[config.mk]
export PLATFORM = sky130hd
export DESIGN_NAME = button_event_queue
export DESIGN_NICKNAME = d
export VERILOG_FILES = /design/src/rtl/button_event_queue.sv
export SDC_FILE = /design/constraint.sdc
export NUM_CORES = 1
export LEC_CHECK = 0
export ABC_AREA = 1
export BUFFER_PORTS_ARGS = -buffer_cell sky130_fd_sc_hd__clkbuf_2
export CAP_MARGIN = 15
export CORE_MARGIN = 10
export CORE_UTILIZATION = 55
export CTS_BUF_LIST = sky130_fd_sc_hd__clkbuf_4
export DETAILED_ROUTE_END_ITERATION = 8
export GPL_TIMING_DRIVEN = 0
export PLACE_DENSITY = 0.71
export SLEW_MARGIN = 20
export SYNTH_ARGS = -nofsm -noshare
export SYNTH_HDL_FRONTEND = slang
export SYNTH_SLANG_ARGS = --single-unit
[constraint.sdc]
create_clock -name clk -period 2.2 [get_ports clk]
set_input_delay 0.44 -clock clk [delete_from_list [all_inputs] [get_ports clk]]
set_output_delay 0.44 -clock clk [all_outputs]
set_load 0.1 [all_outputs]
[src/rtl/button_event_queue.sv]
// Converts debounced button levels into PRESS/RELEASE/REPEAT events. The events are queued
// in a show-ahead FIFO and drained over a valid/ready interface.
module button_event_queue #(
    parameter int unsigned NUM_BUTTONS   = 4,
    parameter int unsigned HOLD_CYCLES   = 50_000_000,
    parameter int unsigned REPEAT_CYCLES = 10_000_000,
    parameter int unsigned FIFO_DEPTH    = 4,
    localparam int unsigned IdxW         = $clog2(NUM_BUTTONS),
    localparam int unsigned CodeW        = 2 + IdxW
) (
    input  logic                   clk,
    input  logic                   rst_n,
    input  logic [NUM_BUTTONS-1:0] btn,
    output logic                   evt_valid,
    input  logic                   evt_ready,
    output logic [CodeW-1:0]       evt_code,
    output logic [NUM_BUTTONS-1:0] held,
    output logic                   overflow,
    input  logic                   overflow_clr
);

    localparam int unsigned MaxCyc = (HOLD_CYCLES > REPEAT_CYCLES) ? HOLD_CYCLES : REPEAT_CYCLES;
    localparam int unsigned CntW   = $clog2(MaxCyc + 1);
    localparam int unsigned PtrW   = $clog2(FIFO_DEPTH);

    localparam logic [1:0] KindNone    = 2'b00;
    localparam logic [1:0] KindPress   = 2'b01;
    localparam logic [1:0] KindRelease = 2'b10;
    localparam logic [1:0] KindRepeat  = 2'b11;

    typedef enum logic [1:0] {StIdle, StDelay, StRepeat} hold_state_e;

    logic [NUM_BUTTONS-1:0] btn_q, btn_qq, rise, fall, fire;
    hold_state_e            st_q   [NUM_BUTTONS];
    hold_state_e            st_d   [NUM_BUTTONS];
    logic [CntW-1:0]        cnt_q  [NUM_BUTTONS];
    logic [CntW-1:0]        cnt_d  [NUM_BUTTONS];
    logic [1:0]             slot_q [NUM_BUTTONS];
    logic [1:0]             slot_d [NUM_BUTTONS];
    logic [1:0]             new_kind [NUM_BUTTONS];
    logic [CodeW-1:0]       mem_q  [FIFO_DEPTH];
    logic [PtrW:0]          wr_ptr_q, wr_ptr_d, rd_ptr_q, rd_ptr_d;
    logic                   overflow_q, overflow_d, ovf_set;
    logic                   sel_found, push, pop, full, empty;
    logic [IdxW-1:0]        sel_idx;
    logic [CodeW-1:0]       push_code;

    assign rise = btn_q & ~btn_qq;
    assign fall = ~btn_q & btn_qq;

    always_comb begin
        for (int i = 0; i < NUM_BUTTONS; i++) begin
            st_d[i]  = st_q[i];
            cnt_d[i] = cnt_q[i];
            fire[i]  = 1'b0;
            if (fall[i]) begin
                st_d[i]  = StIdle;
                cnt_d[i] = '0;
            end else begin
                case (st_q[i])
                    StIdle: begin
                        if (rise[i]) begin
                            st_d[i]  = StDelay;
                            cnt_d[i] = '0;
                        end
                    end
                    // Fire on the last count so the REPEAT lands exactly HOLD_CYCLES after PRESS
                    StDelay: begin
                        if (cnt_q[i] == CntW'(HOLD_CYCLES - 1)) begin
                            st_d[i]  = StRepeat;
                            cnt_d[i] = '0;
                            fire[i]  = 1'b1;
                        end else begin
                            cnt_d[i] = cnt_q[i] + CntW'(1);
                        end
                    end
                    StRepeat: begin
                        if (cnt_q[i] == CntW'(REPEAT_CYCLES - 1)) begin
                            cnt_d[i] = '0;
                            fire[i]  = 1'b1;
                        end else begin
                            cnt_d[i] = cnt_q[i] + CntW'(1);
                        end
                    end
                    default: st_d[i] = StIdle;
                endcase
            end
        end
    end

    // Lowest index wins; loop runs downward so the last hit is the smallest index.
    always_comb begin
        sel_found = 1'b0;
        sel_idx   = '0;
        for (int i = NUM_BUTTONS - 1; i >= 0; i--) begin
            if (slot_q[i] != KindNone) begin
                sel_found = 1'b1;
                sel_idx   = IdxW'(i);
            end
        end
    end

    assign empty     = (wr_ptr_q == rd_ptr_q);
    assign full      = (wr_ptr_q[PtrW] != rd_ptr_q[PtrW]) &&
                       (wr_ptr_q[PtrW-1:0] == rd_ptr_q[PtrW-1:0]);
    assign pop       = !empty && evt_ready;
    assign push      = sel_found && (!full || pop);
    assign push_code = {slot_q[sel_idx], sel_idx};
    assign wr_ptr_d  = push ? wr_ptr_q + 1'b1 : wr_ptr_q;
    assign rd_ptr_d  = pop ? rd_ptr_q + 1'b1 : rd_ptr_q;

    always_comb begin
        ovf_set = 1'b0;
        for (int i = 0; i < NUM_BUTTONS; i++) begin
            slot_d[i]   = slot_q[i];
            new_kind[i] = rise[i] ? KindPress :
                          fall[i] ? KindRelease :
                          fire[i] ? KindRepeat : KindNone;
            if (push && sel_idx == IdxW'(i)) begin
                slot_d[i] = KindNone;
            end
            if (new_kind[i] != KindNone) begin
                if (slot_d[i] == KindNone) begin
                    slot_d[i] = new_kind[i];
                end else if (new_kind[i] != KindRepeat) begin
                    ovf_set = 1'b1;
                end
            end
        end
        overflow_d = ovf_set ? 1'b1 : (overflow_clr ? 1'b0 : overflow_q);
    end

    always_ff @(posedge clk or negedge rst_n) begin
        if (!rst_n) begin
            btn_q      <= '0;
            btn_qq     <= '0;
            overflow_q <= 1'b0;
            wr_ptr_q   <= '0;
            rd_ptr_q   <= '0;
            for (int i = 0; i < NUM_BUTTONS; i++) begin
                st_q[i]   <= StIdle;
                cnt_q[i]  <= '0;
                slot_q[i] <= KindNone;
            end
        end else begin
            btn_q      <= btn;
            btn_qq     <= btn_q;
            overflow_q <= overflow_d;
            wr_ptr_q   <= wr_ptr_d;
            rd_ptr_q   <= rd_ptr_d;
            for (int i = 0; i < NUM_BUTTONS; i++) begin
                st_q[i]   <= st_d[i];
                cnt_q[i]  <= cnt_d[i];
                slot_q[i] <= slot_d[i];
            end
        end
    end

    always_ff @(posedge clk or negedge rst_n) begin
        if (!rst_n) begin
            for (int i = 0; i < FIFO_DEPTH; i++) begin
                mem_q[i] <= '0;
            end
        end else if (push) begin
            mem_q[wr_ptr_q[PtrW-1:0]] <= push_code;
        end
    end

    assign evt_valid = !empty;
    assign evt_code  = mem_q[rd_ptr_q[PtrW-1:0]];
    assign held      = btn_q;
    assign overflow  = overflow_q;

endmodule

# Word-level counts from Yosys, hierarchy flattened
# Cells that the tools add are included.
[totals]
regBits = 151
inputBits = 8
output_inout_bits = 10
elab_cells = 224
[op_classes]
addsub = 6
order_cmp = 4
n_eq_ne = 38
n_mux = 107
bitwise = 7
n_reduce_logical = 41
[ops]
columns = ["operator", "n"]
rows = [
  ["2-to-1 mux 26 bit", 16],
  ["one-hot mux 26 bit (3 select lines)", 4],
  ["adder 26 x 1 -> 26 bit (second input constant)", 4],
  ["== test 26 x 24 -> 1 bit (second input constant)", 4],
  ["== test 26 bit (second input constant)", 4],
  ["2-to-1 mux 2 bit", 42],
  ["2-to-1 mux 1 bit", 30],
  ["inequality test 3 bit (second input constant)", 8],
  ["one-hot mux 2 bit (3 select lines)", 4],
  ["zero test 2 bit", 9],
  ["nonzero test 2 bit", 9],
  ["bitwise mux 16 bit", 1],
  ["inequality test 2 bit (second input constant)", 8],
  ["nonzero test 4 bit", 4],
  ["== test 2 bit (second input constant)", 6],
  ["2-to-1 mux 4 bit", 3],
  ["AND reduction 3 bit", 4],
  ["== test 2 x 1 -> 1 bit (second input constant)", 5],
  [">= comparator 3 bit (second input constant)", 3],
  ["inverter 2 -> 3 bit", 3],
  ["bitwise AND 4 bit", 2],
  ["binary-select mux 4 bit (select 2 bit)", 1],
  ["demux 4 bit (select 2 bit)", 1],
  ["logical AND 1 bit", 8],
  ["11 further kinds", 20],
]

# Depth between registers and ports, before layout
# Gate-level depths: netlist (run 1).
[logic_depth]
depth_word = 21
depth_mapped = 13
mapped_depth_nobuf = 12

# Least setup slack after synthesis (run 1)
# No wires, ideal clock.
[synth_timing]
path_kind = "register -> output"
start = "register rd_ptr_q[0]"
end = "output port evt_code[0]"
arrival_time_ns = 2.200
slack_ns = -0.440
path_stages_with_launch = 5
path_buffers = 1
path_cell_list = "dfrtp_1 buf_4 clkinv_1 o21ai_0 o22ai_1"
[synth_via]
elab_chain_cells = 4
[synth_rtl]
columns = ["item", "line", "rtl"]
rows = [
  ["start: declaration", "42", "logic [PtrW:0] wr_ptr_q, wr_ptr_d, rd_ptr_q, rd_ptr_d;"],
  ["start signal: assignment", "150", "rd_ptr_q <= rd_ptr_d;"],
  ["inverter 2 -> 3 bit (not written as such)", "170", "assign evt_code = mem_q[rd_ptr_q[PtrW-1:0]];"],
  ["binary-select mux 4 bit (select 2 bit)", "170", ""],
  ["2-to-1 mux 4 bit (not written as such) (2 in a row)", "170", ""],
  ["end: declaration", "16", "output logic [CodeW-1:0] evt_code,"],
]
# Every way passes these cells. The select of a mux whose other input is x is not followed.

# Worst setup path in the final report (run 1)
[layout_timing]
start = "register rd_ptr_q[0]"
end = "output port evt_valid"
[layout_via]
elab_chain_cells = 2
[layout_rtl]
columns = ["item", "line", "rtl"]
rows = [
  ["== test 3 bit", "103", "assign empty = (wr_ptr_q == rd_ptr_q);"],
  ["zero test 1 bit", "169", "assign evt_valid = !empty;"],
  ["end: declaration", "14", "output logic evt_valid,"],
]
# Every way passes these cells.

==> results_dict.tcl, run 1 <==
set metrics [dict create \
    status "complete, no violations" \
    ys.flop_type "dfrtp_1" \
    ios 18 \
    hold_path_class "input port to register" \
    cts_root_buf "clkbuf_4" \
    grt_first_pass_wirelength_um 45700 \
    crit_arrival_ns 1.72 \
    cts_tree "built" \
    min_from "evt_ready" \
    final_cell_area_um2 11400 \
    area_growth_pct 8.33 \
    post_drt_wl_per_cell_um 14.5 \
    synth_top_area_share_pct 35.9 \
    synth.top_cells.by_count "447 x nand2_1, 198 x nor2_1, 179 x inv_1" \
    synthCells 1531 \
    power.density_nw_per_um2 896 \
    dieArea_um2 25100 \
    grt_usage_pct 22.2 \
    slew_headroom_pct 55.0 \
    worstSetupPathType "register to primary output" \
    post_dp_cell_area_um2 11000 \
    synth_edf_count 0 \
    syn_avg_cell_area_um2 6.88 \
    port_buffers 17 \
    r2r_start "st_q[5]" \
    cts.sinks 151 \
    synth.largest_area_cell "dfrtp_1" \
    synth.most_common_cell "nand2_1" \
    insertion_delay_ns 0.58 \
    p_leak_nw 5.08 \
    critPathLaunchType "register" \
    min_period_over_period_pct 98.2 \
    post-route-util_pct 60.8 \
    gp_congestion 0.951 \
    hold_viol 0 \
    yosysWarningCount 0 \
    drc 0 \
    cts-htree-levels 4 \
    use_met3_pct 3.48 \
    ys_ff_latch 151 \
    setup_viol 0 \
    startpoint "rd_ptr_q[0]" \
    drtIter0Drc 815 \
    gr-max-usage-layer "met2" \
    die_w_um 158 \
    antenna_found_initial 1 \
    max_freq_mhz 463 \
    rows 50 \
    min_period_ns 2.16 \
    cap_violations 0 \
    ant_nets 0 \
    dieHeight_um 158 \
    synthesis.area_um2 10500 \
    dp_hpwl_um 20200 \
    overflow 0 \
    dp.cells 1783 \
    layout.nets 1612 \
    finalPower_mw 10.2 \
    cp-end-kind "primary output" \
    multi_input_area_um2 5930 \
    syn_nets 1568 \
    synth.top_cells.by_area "dfrtp_1 36%, nand2_1 16%, nor2_1 7.1%" \
    cts_buffers 17 \
    drv_slew 0 \
    n_fill_cell 1721 \
    final_cells 1823 \
    grt_max_degree 83 \
    start_util_pct 56.1 \
    vias 9834 \
    ys_seq_area_share_pct 35.9 \
    crit_fanout 10 \
    async_flop_share_pct 100 \
    drt_wl_total_um 26500 \
    drt_pass1_iterations 5 \
    clock_skew_ns 0.0266 \
    cp.required_ns 1.76 \
    rsz0062_at_grt "true" \
    worst_slew_pin_slew_ns 0.667 \
    regArea_um2 3780 \
    synth_cell_types 46 \
    drive_gt1_share_pct 9.76 \
    ir_drop_mv 0.447 \
    clk_pin_slew_ns 0.12 \
    use_met2_pct 35.4 \
    clockBufferDepth 2 \
    grt_use_met1_pct 30.8 \
    coreArea_um2 18800 \
    grt_pass1_vias 9393 \
    fin_hold_ws_ns 0.184 \
    viasPerCell 5.39 \
]
## cells in the final DEF (no fill, tap or decap), types with 15 or more instances in the layout
cell type	instances
nand4_1	73
o22ai_1	18
ha_1	29
nor3_1	29
nor2_2	20
o21ai_0	50
o21ai_1	25
xnor2_1	15
xor2_1	48
a21oi_1	49
nand2_1	446
dfrtp_1	147
inv_1	178
nor2_1	196
nand3_1	97
clkbuf_4	17
## registers in the layout, summed over array words and instances (netlist names)
signal / cells
btn_qq: 4
rd_ptr_q: 3
st_q: 8
wr_ptr_q: 3
mem_q: 16
cnt_q: 104
slot_q: 8
held: 4
overflow: 1
## critical path: stages (launching register included)
cell	delay [ns]
dfrtp_1	0.41
buf_6	0.15
xor2_1	0.15
a21oi_2	0.15
nand2_2	0.10
clkbuf_16	0.21
## logic make-up after synthesis
logic type | after synthesis | share of synthesized area [%]
adders and majority gates | 29 | 3.45
AOI/OAI and AO/OA | 165 | 9.19
xor gates and xnor gates | 63 | 5.24
buffers and inverters | 215 | 8.18
and+or+nand+nor | 908 | 38.1
DFF | 151 | 35.9
## through the flow
| stage | setup slack (ns) | setup TNS [ns] |
|---|---|---|
| floorplan | 0.0248 | 0 |
| global placement | -2.28 | -295.78 |
| detailed placement | 0.0118 | 0 |
| CTS | 0.00697 | 0 |
| global route | -0.0880 | -0.174 |
| finish | 0.0391 | 0 |
## power by group
| group | internal, mW | switching, mW | leakage [nW] |
|---|---|---|---|
| clock network | 0.657 | 1.05 | 0.147 |
| logic | 1.50 | 3.56 | 2.91 |
| registers | 3.15 | 0.291 | 2.03 |
## worst paths after layout
path	to	slack, ns	depth (start not counted)
max	evt_valid	0.04	5
min	rd_ptr_q[2]	0.18	3
max reg2reg	cnt_q[70]	0.14	11
min reg2reg	btn_qq[2]	0.45	0
max in group asynchronous	held[0]	0.96	3
min in group asynchronous	cnt_q[28]	0.42	2
## layout make-up
| type | count | share of cell area [%] |
|---|---|---|
| plain buffers | 25 | 1.33 |
| multi-input cells | 1165 | 52.0 |
| flip-flops and latches | 151 | 33.2 |
| diodes | 1 | 0.0219 |
| well taps | 234 | 2.57 |
| repair buffers | 25 | 2.34 |
| inverters | 190 | 6.32 |
| clock buffers | 17 | 1.12 |
| clock inverters | 15 | 1.17 |
## metal layers
metal,vias up,part of all wire [%]
met4,0,1.5
met3,28,4.4
li1,5035,-
met1,4540,49
met2,231,45
met5,-,0
## repair_timing
| item | in CTS | in global routing |
|---|---|---|
| pin swaps | 0 | 2 |
| endpoints found under the setup margin | 7 | 23 |
| endpoints found under the hold margin | 73 | 0 |
| resized for setup | 22 | 12 |
| setup buffers | 1 | 1 |
| hold buffers | 5 | 0 |
No activity file was read; power rests on OpenSTA's default activity.
==> inputs of run 2 (changes only) <==
- CTS_BUF_LIST: sky130_fd_sc_hd__clkbuf_4 -> sky130_fd_sc_hd__clkbuf_16
==> run 2 against run 1 <==
  * Setup slack gained 0.077 ns
  * Global-route usage up 0.089 points
  * Register-to-register slack about the same
  * Maximum frequency up 3.7%
  * Via count is 0.47% lower
  * Sequential share of layout area shrank 0.45 points
  * Combinational power down 5.9%
  * Critical endpoint is now evt_code[2]
==> results_dict.tcl, run 2 (synthesis gave the netlist of run 1 again) <==
set metrics [dict create \
    ios 18 \
    drv_slew 0 \
    top_register "cnt_q" \
    p_int_mw 6.05 \
    grt_first_pass_wirelength_um 45900 \
    insertion_delay_ns 0.43 \
    critPathLaunchType "register" \
    worstSetupPathType "register to primary output" \
    cts_tree "built" \
    drt_wl_total_um 26600 \
    cts_root_buf "clkbuf_16" \
    coreArea_um2 18800 \
    dieHeight_um 158 \
    hold_viol 0 \
    final_cells 1815 \
    antenna_found_initial 0 \
    clk_pin_slew_ns 0.06 \
    power.density_nw_per_um2 955 \
    ant_nets 0 \
    worst_slew_pin_slew_ns 0.659 \
    antenna_cells 0 \
    largest_reg_flops 104 \
    min_period_ns 2.08 \
    fin_hold_ws_ns 0.00663 \
    seq_power_share_pct 31.2 \
    clock_skew_ns 0.0103 \
    vias 9788 \
    cp-end-kind "primary output" \
    min_period_over_period_pct 94.7 \
    grt_pass1_vias 9366 \
    finalPower_mw 11.0 \
    port_buffers 17 \
    hold_path_class "input port to asynchronous set/reset pin" \
    post_dp_cell_area_um2 11000 \
    post_drt_wl_per_cell_um 14.6 \
    cts_buffers 17 \
    dieArea_um2 25100 \
    n_fill_cell 1697 \
    dp.cells 1783 \
    grt_usage_pct 22.3 \
    timing.setup.tns_ns 0 \
    viasPerCell 5.39 \
    crit_arrival_ns 1.64 \
    clkPwrFrac_pct 25.7 \
    final_cell_mix "447 x nand2_1, 196 x nor2_1, 178 x inv_1, 148 x dfrtp_1, 97 x nand3_1" \
    pre_cts_ws_ns 0.0118 \
    drt_pass1_iterations 5 \
    p_comb_share_pct 43.1 \
    area_growth_pct 9.77 \
    rows 50 \
    layout.nets 1605 \
    status "complete, no violations" \
    overflow 0 \
    switching_share_pct 45.1 \
    clockBufferDepth 2 \
    start_util_pct 56.1 \
    p_leak_nw 5.15 \
    max_freq_mhz 480 \
    final_cell_area_um2 11600 \
    cts.sinks 151 \
    gp_congestion 0.951 \
    setup_viol 0 \
    grt_max_degree 83 \
    power_switching_mw 4.98 \
    post-route-util_pct 61.6 \
    dp_hpwl_um 20200 \
    ir_drop_mv 0.626 \
    drc 0 \
    reg_top3 "cnt_q (104), mem_q (16)" \
    cp.required_ns 1.76 \
    drive_gt1_share_pct 9.55 \
    cap_violations 0 \
    rsz0062_at_grt "false" \
    hold_buffers 0 \
    slew_headroom_pct 55.6 \
    layout_commonest_cell "nand2_1" \
    die_w_um 158 \
    setup_ws_ns 0.116 \
    drtIter0Drc 797 \
    cts-htree-levels 4 \
    crit_fanout 10 \
]
==> run 2: changes by cell type in the layout (fill, tap and decap cells not counted), moves of 2 or more <==
cell           previous run  this run
o21ai_1                  25        21
buf_4                     2         6
o21ai_0                  50        54
clkbuf_16                 2        17
buf_12                    2         0
dlygate4sd3_1             5         0
clkbuf_4                 17         0
==> run 2: path summary, 6_finish.rpt <==
check / from / end / slack [ns] / depth (start not counted)
worst max register to register: st_q[2] / cnt_q[51] / 0.14 / 8
worst min register to register: held[2] / btn_qq[2] / 0.43 / 0
min in group clk: btn[3] / held[3] / 0.11 / 1
max in group asynchronous: rst_n / held[0] / 1.38 / 2
worst max-delay path: rd_ptr_q[0] / evt_code[2] / 0.12 / 5
worst min-delay path: rst_n / cnt_q[28] / 0.007 / 1
==> run 2: timing repair <==
item / CTS / global route
gates cloned: 0 / 0
setup endpoints to repair: 5 / 25
buffers inserted: 0 / 0
resized for setup: 6 / 13
==> run 2: area by class of cell <==
cell class	instances	area (um2)	share of cell area, %
multi-input combinational	1165	5920	51.3
sequential	151	3780	32.7
inverter	190	717	6.20
clock buffer	17	425	3.68
tap	234	293	2.53
buffer	25	148	1.28
clock inverter	15	134	1.16
timing repair buffer	18	134	1.16
==> run 2: per-layer routing <==
metal | share of wire, % | global-route usage, % | up-vias
li1 | - | - | 5025
met1 | 49 | 31.2 | 4504
met2 | 45 | 35.2 | 219
met3 | 4.1 | 3.13 | 40
met4 | 1.9 | 6.44 | 0
met5 | 0 | 0 | -
==> run 2: critical path: stages (launching register included) <==
cell,delay [ns]
dfrtp_1,0.35
buf_4,0.17
clkinv_2,0.14
o21ai_0,0.22
o22ai_2,0.09
buf_4,0.24
==> run 2: power by group through the flow <==
stage,Clock [mW],Combinational (mW),Sequential (mW)
final,2.83,4.76,3.44
after global routing,3.03,5.23,3.49
after CTS,2.88,4.73,3.44
after detailed placement,0,4.67,3.48
after global placement,0,4.59,3.48
after floorplan,0,3.52,3.49
==> inputs of run 3 (changes only) <==
- CORE_UTILIZATION: 55 -> 44
- PLACE_DENSITY: 0.71 -> not set
==> run 3 against run 2 <==
  * Critical path depth unchanged
  * Maximum frequency decreased by 1.6%
  * First-iteration DRC count rose by 1.0%
  * Final cell count up 4.7%
  * Highest routed layer unchanged
  * The flow now finishes with violations (negative hold slack)
  * Via count rose by 0.51%
  * Power is 2.5% higher
  * Worst hold slack got worse by 0.016 ns
  * Clock-buffer cell count unchanged
==> results_dict.tcl, run 3 (synthesis gave the netlist of run 1 again) <==
set metrics [dict create \
    worstSetupPathType "register to primary output" \
    power_switching_mw 5.00 \
    grt_max_degree 83 \
    cts-htree-levels 4 \
    rows 56 \
    vias 9838 \
    met3_wirelength_um 1130 \
    seq_power_share_pct 30.5 \
    cts.sinks 151 \
    layout.nets 1605 \
    drive_gt1_share_pct 9.55 \
    violations "negative hold slack" \
    ir_drop_mv 0.848 \
    crit_fanout 10 \
    crit_arrival_ns 1.68 \
    min_period_ns 2.12 \
    top_register "cnt_q" \
    dr.max_layer_used "met4" \
    port_buffers 17 \
    cts_buffers 17 \
    reg_top3 "cnt_q (104), mem_q (16)" \
    post-route-util_pct 49.8 \
    cap_violations 0 \
    drtIter0Drc 805 \
    coreArea_um2 23500 \
    hold_viol 1 \
    max_freq_mhz 472 \
    cp-end-kind "primary output" \
    postCtsSetupBuffers 0 \
    layout_commonest_cell "nand2_1" \
    overflow 0 \
    min_period_over_period_pct 96.3 \
    cts_root_buf "clkbuf_16" \
    m1WireLength_um 13700 \
    clock_skew_ns 0.0126 \
    area_growth_pct 11.3 \
    critPathLaunchType "register" \
    clk_pin_slew_ns 0.07 \
    p_leak_nw 5.18 \
    drv_slew 0 \
    ant_nets 0 \
    drt_pass1_iterations 6 \
    clockBufferDepth 2 \
    n_fill_cell 2417 \
    worst_slew_pin_slew_ns 0.607 \
    status "finished, violations left" \
    slowest_stage "dfrtp_1" \
    ios 18 \
    finalPower_mw 11.3 \
    critPathMaxStageDelay_ns 0.39 \
    antenna_found_initial 0 \
    setup_viol 0 \
    die_w_um 175 \
    dp_hpwl_um 20700 \
    dieHeight_um 175 \
    p_comb_share_pct 42.1 \
    clkPwrFrac_pct 27.4 \
    post_drt_wl_per_cell_um 14.3 \
    start_util_pct 44.7 \
    power.density_nw_per_um2 964 \
    final_cell_mix "447 x nand2_1, 195 x nor2_1, 181 x inv_1, 148 x dfrtp_1, 97 x nand3_1" \
    hold_path_class "input port to asynchronous set/reset pin" \
    crit_chain "buf_4 -> clkinv_2 -> nor2_1 -> o22ai_2 -> clkbuf_4" \
    slew_headroom_pct 59.1 \
    rsz0062_at_grt "false" \
    fin_hold_ws_ns -0.00942 \
    dr_wl_met2_um 12000 \
    grt_pass1_vias 9229 \
    cts_tree "built" \
    gp_congestion 0.939 \
    grt_first_pass_wirelength_um 46000 \
    drt_wl_total_um 27200 \
    cp.required_ns 1.76 \
    dieArea_um2 30500 \
    grt_usage_pct 17.9 \
    drc 0 \
    viasPerCell 5.18 \
    p_int_mw 6.30 \
    antenna_cells 0 \
    insertion_delay_ns 0.43 \
    switching_share_pct 44.3 \
    largest_reg_flops 104 \
]
==> run 3: changes by cell type in the layout (fill, tap and decap cells not counted), sizes merged <==
cell	change
buf	-3
clkinv	-6
bufinv	+2
inv	+3
clkbuf	+3
clkinvlp	+1
==> run 3: power by group through the flow <==
stage	clock [mW]	combinational [mW]	sequential, mW
after floorplan	0	3.52	3.49
after global placement	0	4.61	3.48
after detailed placement	0	4.69	3.48
after CTS	3.19	4.75	3.44
after global routing	3.31	5.27	3.49
final	3.09	4.76	3.45
==> run 3: final timing paths <==
| check | start | endpoint | slack, ns | depth (start not counted) |
|---|---|---|---|---|
| setup / recovery | rd_ptr_q[0] | evt_code[3] | 0.08 | 5 |
| hold / removal | rst_n | cnt_q[28] | -0.009 | 1 |
| setup reg to reg | held[2] | cnt_q[42] | 0.16 | 8 |
| hold reg to reg | held[2] | btn_qq[2] | 0.44 | 0 |
| max in group asynchronous | rst_n | held[1] | 1.36 | 2 |
| min in group clk | btn[1] | held[1] | 0.12 | 1 |
==> run 3: layer usage <==
layer / vias up / GRT usage [%]
met3: 26 / 3.17
met5: - / 0
met4: 0 / 4.06
li1: 5017 / -
met2: 199 / 27.0
met1: 4596 / 25.8
==> run 3: through the flow <==
| stage | worst slack, ns | TNS [ns] | std cells | cell area [um2] |
|---|---|---|---|---|
| floorplan | 0.0248 | 0 | 1531 | 10600 |
| global placement | -2.42 | -314.70 | 1867 | 11000 |
| detailed placement | -0.0105 | -0.0105 | 1868 | 11100 |
| CTS | 0.0443 | 0 | 1900 | 11700 |
| global route | 0.000692 | 0 | 1900 | 11700 |
| finish | 0.0814 | 0 | 1900 | 11700 |
==> run 3: layout make-up <==
class,count,area [um2],share of cell area [%]
clock buffers,17,425,3.63
flip-flops and latches,151,3780,32.3
clock inverters,15,186,1.59
well taps,319,399,3.41
plain buffers,25,150,1.28
multi-input cells,1165,5930,50.6
inverters,190,717,6.12
repair buffers,18,134,1.14
==> run 3: critical path: cells and delay by family, from the launching register on <==
family | cells | cell delay, ns
AOI/OAI and AO/OA | 1 | 0.16
and+or+nand+nor | 1 | 0.06
DFF | 1 | 0.39
buffers and inverters | 3 | 0.64
==> run 3: timing repair <==
| item | 4_1_cts | 5_1_grt |
|---|---|---|
| hold buffers | 0 | 0 |
| setup endpoints to repair | 7 | 25 |
| gates resized for setup | 7 | 13 |
